==> config.mk <==
export PLATFORM = sky130hd
export DESIGN_NAME = serial_subtractor
export DESIGN_NICKNAME = d
export VERILOG_FILES = /design/src/rtl/serial_subtractor.sv
export SDC_FILE = /design/constraint.sdc
export NUM_CORES = 1
export LEC_CHECK = 0
export BUFFER_PORTS_ARGS = -buffer_cell sky130_fd_sc_hd__buf_2
export CAP_MARGIN = 20
export CELL_PAD_IN_SITES_DETAIL_PLACEMENT = 1
export CELL_PAD_IN_SITES_GLOBAL_PLACEMENT = 1
export CORE_UTILIZATION = 44
export CTS_CLUSTER_DIAMETER = 200
export DETAILED_ROUTE_END_ITERATION = 7
export PLACE_DENSITY_LB_ADDON = 0.1
export SYNTH_ARGS = -nofsm -noshare
export SYNTH_HDL_FRONTEND = slang
export SYNTH_SLANG_ARGS = --single-unit
==> constraint.sdc <==
create_clock -name clk -period 3.2 [get_ports clk]
set_clock_uncertainty 0.1 [all_clocks]
set_input_delay 0.16 -clock clk [delete_from_list [all_inputs] [get_ports clk]]
set_output_delay 0.16 -clock clk [all_outputs]
set_load 0.005 [all_outputs]
==> src/rtl/serial_subtractor.sv <==
// Bit-serial WIDTH-bit subtractor: one full-subtractor cell plus a borrow flop, LSB first.
// Optional signed-overflow output ovf is built when SERIAL_SUB_OVF_EN is defined.
module serial_subtractor #(
  parameter int unsigned WIDTH = 8
) (
  input  logic             clk,
  input  logic             rst,
  input  logic             start,
  input  logic [WIDTH-1:0] a,
  input  logic [WIDTH-1:0] b,
  input  logic             bin,
  output logic             busy,
  output logic             done,
  output logic [WIDTH-1:0] diff,
  output logic             bout
`ifdef SERIAL_SUB_OVF_EN
  ,
  output logic             ovf
`endif
);

  localparam int unsigned CNT_W = $clog2(WIDTH) + 1;
  localparam logic [CNT_W-1:0] LAST_CNT = CNT_W'(WIDTH - 1);

  typedef enum logic [1:0] {
    IDLE  = 2'd0,
    SHIFT = 2'd1,
    DONE  = 2'd2
  } state_e;

  state_e           state_q, state_d;
  logic [WIDTH-1:0] a_sr_q, a_sr_d;
  logic [WIDTH-1:0] b_sr_q, b_sr_d;
  logic [WIDTH-1:0] work_q, work_d;
  logic [WIDTH-1:0] diff_q, diff_d;
  logic [CNT_W-1:0] cnt_q, cnt_d;
  logic             borrow_q, borrow_d;
  logic             busy_q, busy_d;
  logic             done_q, done_d;
  logic             bout_q, bout_d;

  // Full-subtractor cell inputs and outputs for the current bit
  logic             cell_x, cell_y, cell_z;
  logic             cell_d, cell_borrow;

`ifdef SERIAL_SUB_OVF_EN
  logic             a_msb_q, a_msb_d;
  logic             b_msb_q, b_msb_d;
  logic             ovf_q, ovf_d;
`endif

  always_comb begin
    cell_x      = a_sr_q[0];
    cell_y      = b_sr_q[0];
    cell_z      = borrow_q;
    cell_d      = cell_x ^ cell_y ^ cell_z;
    cell_borrow = (~cell_x & cell_y) | (~(cell_x ^ cell_y) & cell_z);
  end

  // Next-state and datapath control
  always_comb begin
    state_d  = state_q;
    a_sr_d   = a_sr_q;
    b_sr_d   = b_sr_q;
    work_d   = work_q;
    diff_d   = diff_q;
    cnt_d    = cnt_q;
    borrow_d = borrow_q;
    bout_d   = bout_q;
`ifdef SERIAL_SUB_OVF_EN
    a_msb_d  = a_msb_q;
    b_msb_d  = b_msb_q;
    ovf_d    = ovf_q;
`endif

    unique case (state_q)
      IDLE: begin
        if (start) begin
          a_sr_d   = a;
          b_sr_d   = b;
          work_d   = '0;
          borrow_d = bin;
          cnt_d    = '0;
`ifdef SERIAL_SUB_OVF_EN
          a_msb_d  = a[WIDTH-1];
          b_msb_d  = b[WIDTH-1];
`endif
          state_d  = SHIFT;
        end
      end
      SHIFT: begin
        a_sr_d   = {1'b0, a_sr_q[WIDTH-1:1]};
        b_sr_d   = {1'b0, b_sr_q[WIDTH-1:1]};
        work_d   = {cell_d, work_q[WIDTH-1:1]};
        borrow_d = cell_borrow;
        cnt_d    = cnt_q + CNT_W'(1);
        if (cnt_q == LAST_CNT) begin
          // Final bit: the shifted working register is the complete result
          diff_d  = {cell_d, work_q[WIDTH-1:1]};
          bout_d  = cell_borrow;
`ifdef SERIAL_SUB_OVF_EN
          ovf_d   = (a_msb_q ^ b_msb_q) & (cell_d ^ a_msb_q);
`endif
          state_d = DONE;
        end
      end
      DONE: begin
        state_d = IDLE;
      end
      default: begin
        state_d = IDLE;
      end
    endcase

    busy_d = (state_d == SHIFT);
    done_d = (state_d == DONE);
  end

  always_ff @(posedge clk) begin
    if (rst) begin
      state_q  <= IDLE;
      a_sr_q   <= '0;
      b_sr_q   <= '0;
      work_q   <= '0;
      diff_q   <= '0;
      cnt_q    <= '0;
      borrow_q <= 1'b0;
      busy_q   <= 1'b0;
      done_q   <= 1'b0;
      bout_q   <= 1'b0;
`ifdef SERIAL_SUB_OVF_EN
      a_msb_q  <= 1'b0;
      b_msb_q  <= 1'b0;
      ovf_q    <= 1'b0;
`endif
    end else begin
      state_q  <= state_d;
      a_sr_q   <= a_sr_d;
      b_sr_q   <= b_sr_d;
      work_q   <= work_d;
      diff_q   <= diff_d;
      cnt_q    <= cnt_d;
      borrow_q <= borrow_d;
      busy_q   <= busy_d;
      done_q   <= done_d;
      bout_q   <= bout_d;
`ifdef SERIAL_SUB_OVF_EN
      a_msb_q  <= a_msb_d;
      b_msb_q  <= b_msb_d;
      ovf_q    <= ovf_d;
`endif
    end
  end

  assign busy = busy_q;
  assign done = done_q;
  assign diff = diff_q;
  assign bout = bout_q;
`ifdef SERIAL_SUB_OVF_EN
  assign ovf  = ovf_q;
`endif

endmodule

==> impl_metrics.toml <==
[clock_network]
cts_root_buffer = "clkbuf_8"
cts_setup_buffers = 0
clkSinkCount = 41
hold_buffers = 0
clk_latency_ns = 0.29
cts_buffers = 5
clockBufferDepth = 2
clkTransAtPathRegs_ns = 0.08
h-tree-depth = 2
cts_tree = "done"
ctsResizeCount = 0

[floorplanning]
die-width_um = 64.4
die_y_um = 64.4
placementRows = 22
pin_count = 31
start_util_pct = 46.5
die-area_mm2 = 0.00415
design.core.area_mm2 = 0.00369

[power]
seq_power_share_pct = 54.4
p_per_area_mw_per_mm2 = 520
intPower_uw = 767
combPwrFrac_pct = 9.3
p_sw_uw = 241
leakagePower_nw = 0.782
clockPowerShare_pct = 36.3
switching_share_pct = 23.9
ir_worst_vdd_mv = 0.286

[yosys]
synthFlopType = "dfxtp_1"
synth_edf_count = 0
synth_top_cell_by_area = "dfxtp_1"
synth_area_leaders = "dfxtp_1 (48%), o21ai_0 (7.0%), a21oi_1 (5.8%)"
synth.ff_latch_count = 41
synthesis.nets = 206
ys_seq_area_share_pct = 47.9
postSynthCellCount = 184
synth.distinct_cells = 38
synth_most_common_cell = "dfxtp_1"
synth_common_cells = "dfxtp_1 (41), o21ai_0 (24), a21oi_1 (20)"
ys_warn_count = 0
syn-cell-area_mm2 = 0.00171
async_reset_ff_share_pct = 0
netlist.area_leader.share_pct = 47.9
postSynthAreaPerCell_um2 = 9.32

[global_routing]
grt_use_met2_pct = 37.1
antenna_found_initial = 0
grt_pass1_wl_mm = 7.00
overflow = 0
grt_usage_pct = 21.9
use_met3_pct = 5.28
grt-busiest-layer = "met2"
use_met1_pct = 27.5
grt_pass1_vias = 1465
grt_max_degree = 28

[run_status]
status = "finished, final reports clean"

[critical_path]
cpLargestDelayFamily = "simple AND/OR/NAND/NOR gates"
cp-end-kind = "flip-flop"
max_stage_delay_ns = 0.74
reg2reg_depth = 3
worst_ep_required_time_ns = 3.32
cp-start-kind = "flip-flop"
r2r_slack_ns = 1.38
crit_fanout = 19
cp.depth = 3
crit-reg2reg-launch = "state_q[0]"
cp-endpoint = "work_q[1]"
r2r_end = "work_q[1]"
critPathSlowestCell = "dfxtp_1"
worstSetupStartpoint = "state_q[0]"
crit_chain = "nor2b_1 -> a22oi_1 -> nor2_1"
crit_type = "flip-flop to flip-flop"
cp_num_buf_inv = 0
crit_arrival_ns = 1.94

[detailed_routing]
postRouteWirelength_mm = 4.04
vias = 1430
drc = 0
drt_iter0_drc = 80
final_antenna_net_count = 0
routed_via_density = 5.61
routedWlPerCell_um = 15.8
drt_first_pass_iters = 4

[min_path]
hold_path_class = "primary input to flip-flop"

[sta]
finalMaxSlewViolations = 0
hold_viol = 0
setup_tns_ns = 0
setup_slack_ns = 1.38
relSlewSlack_pct = 53.0
worstMarginPinSlew_ns = 0.705
setup_violations = 0
fmax_mhz = 549
fin_crit_sh_pct = 56.9
rsz0062_at_grt = "false"
period_minus_slack_ns = 1.82

[layout]
seqCellArea_um2 = 821
layout-drive-gt1-share_pct = 22.7
syn_to_final_growth_pct = 13.2
fillers = 470
diodes = 0
final_net_count = 228
multi_input_area_um2 = 787

[placement]
dp_hpwl_mm = 2.78
io_buffers = 30
place_congestion = 0.728
pre_cts_slack_ns = 1.41

[run]
maxCapViolations = 0
==> per-layer routing <==
layer  part of all wire (%)  wire [µm]  vias to the layer above
met5                      0          0                        -
met4                   0.47         19                        0
met3                    2.8        111                        2
met2                     50       2010                       23
met1                     47       1890                      694
li1                       -          -                      711
==> cell families after synthesis <==
group	Yosys count	synth area share [%]
AO/OA/AOI/OAI	74	27.1
adder cells (fa/ha/maj)	2	1.90
buffers and inverters	20	6.20
flip-flops	41	47.9
multiplexers	1	0.584
AND/OR/NAND/NOR	46	16.4
==> sequential cells by signal (all words and copies together) (netlist names), 2 cells and up <==
name	cells
diff	8
b_sr_q	8
a_sr_q	8
state_q	2
cnt_q	4
work_q	7
==> power groups by stage <==
stage	combinational, mW	clock [mW]	sequential (mW)
3_3_place_gp	0.0883	0	0.559
2_1_floorplan	0.0703	0	0.553
6_report	0.0933	0.366	0.549
4_1_cts	0.0937	0.373	0.549
5_1_grt	0.106	0.401	0.552
3_5_place_dp	0.0930	0	0.560
==> layout make-up <==
class | count | area share (%)
clock buffers | 7 | 4.96
clock inverters | 1 | 0.258
inverters | 5 | 1.10
multi-input cells | 123 | 40.6
flip-flops and latches | 41 | 42.3
well taps | 48 | 3.09
repair buffers | 30 | 7.74
==> layout by cell type (no fill, tap or decap), drive strengths merged, types with 2 or more instances in the layout <==
cell	instances
a21oi	21
a221oi	2
a22oi	10
a31o	7
and3	2
buf	30
clkbuf	7
dfxtp	41
inv	5
nand2	3
nand2b	8
nand3	2
nor2	12
nor2b	3
nor3	2
o21ai	24
o22ai	5
or3b	9
==> worst min-delay path, delay by kind of cell <==
family          cells  cell delay (ns)
compound gates      1             0.05
simple gates        1             0.07
buf+inv             1             0.07
==> how the worst min path moves through the flow <==
stage,startpoint,end,slack [ns],cells past startpoint
after global placement,a[7],a_sr_q[7],0.31,3
after CTS,b[7],b_sr_q[7],0.007,3
after floorplan,a[7],a_sr_q[7],0.21,2
after detailed placement,b[7],b_sr_q[7],0.31,3
after global routing,b[7],b_sr_q[7],0.04,3
final,b[7],b_sr_q[7],0.009,3
==> through the flow <==
stage / utilization, % / total power [mW] / instances / area, µm² / hold slack [ns]
final: 52.6 / 1.01 / 255 / 1940 / 0.00901
after CTS: 52.6 / 1.02 / 255 / 1940 / 0.00690
after global placement: 49.9 / 0.647 / 247 / 1840 / 0.306
after global routing: 52.6 / 1.06 / 255 / 1940 / 0.0380
after floorplan: - / 0.623 / 184 / 1710 / 0.208
after detailed placement: 49.9 / 0.653 / 247 / 1840 / 0.311
Note: power is estimated with default switching activity, not from simulation.
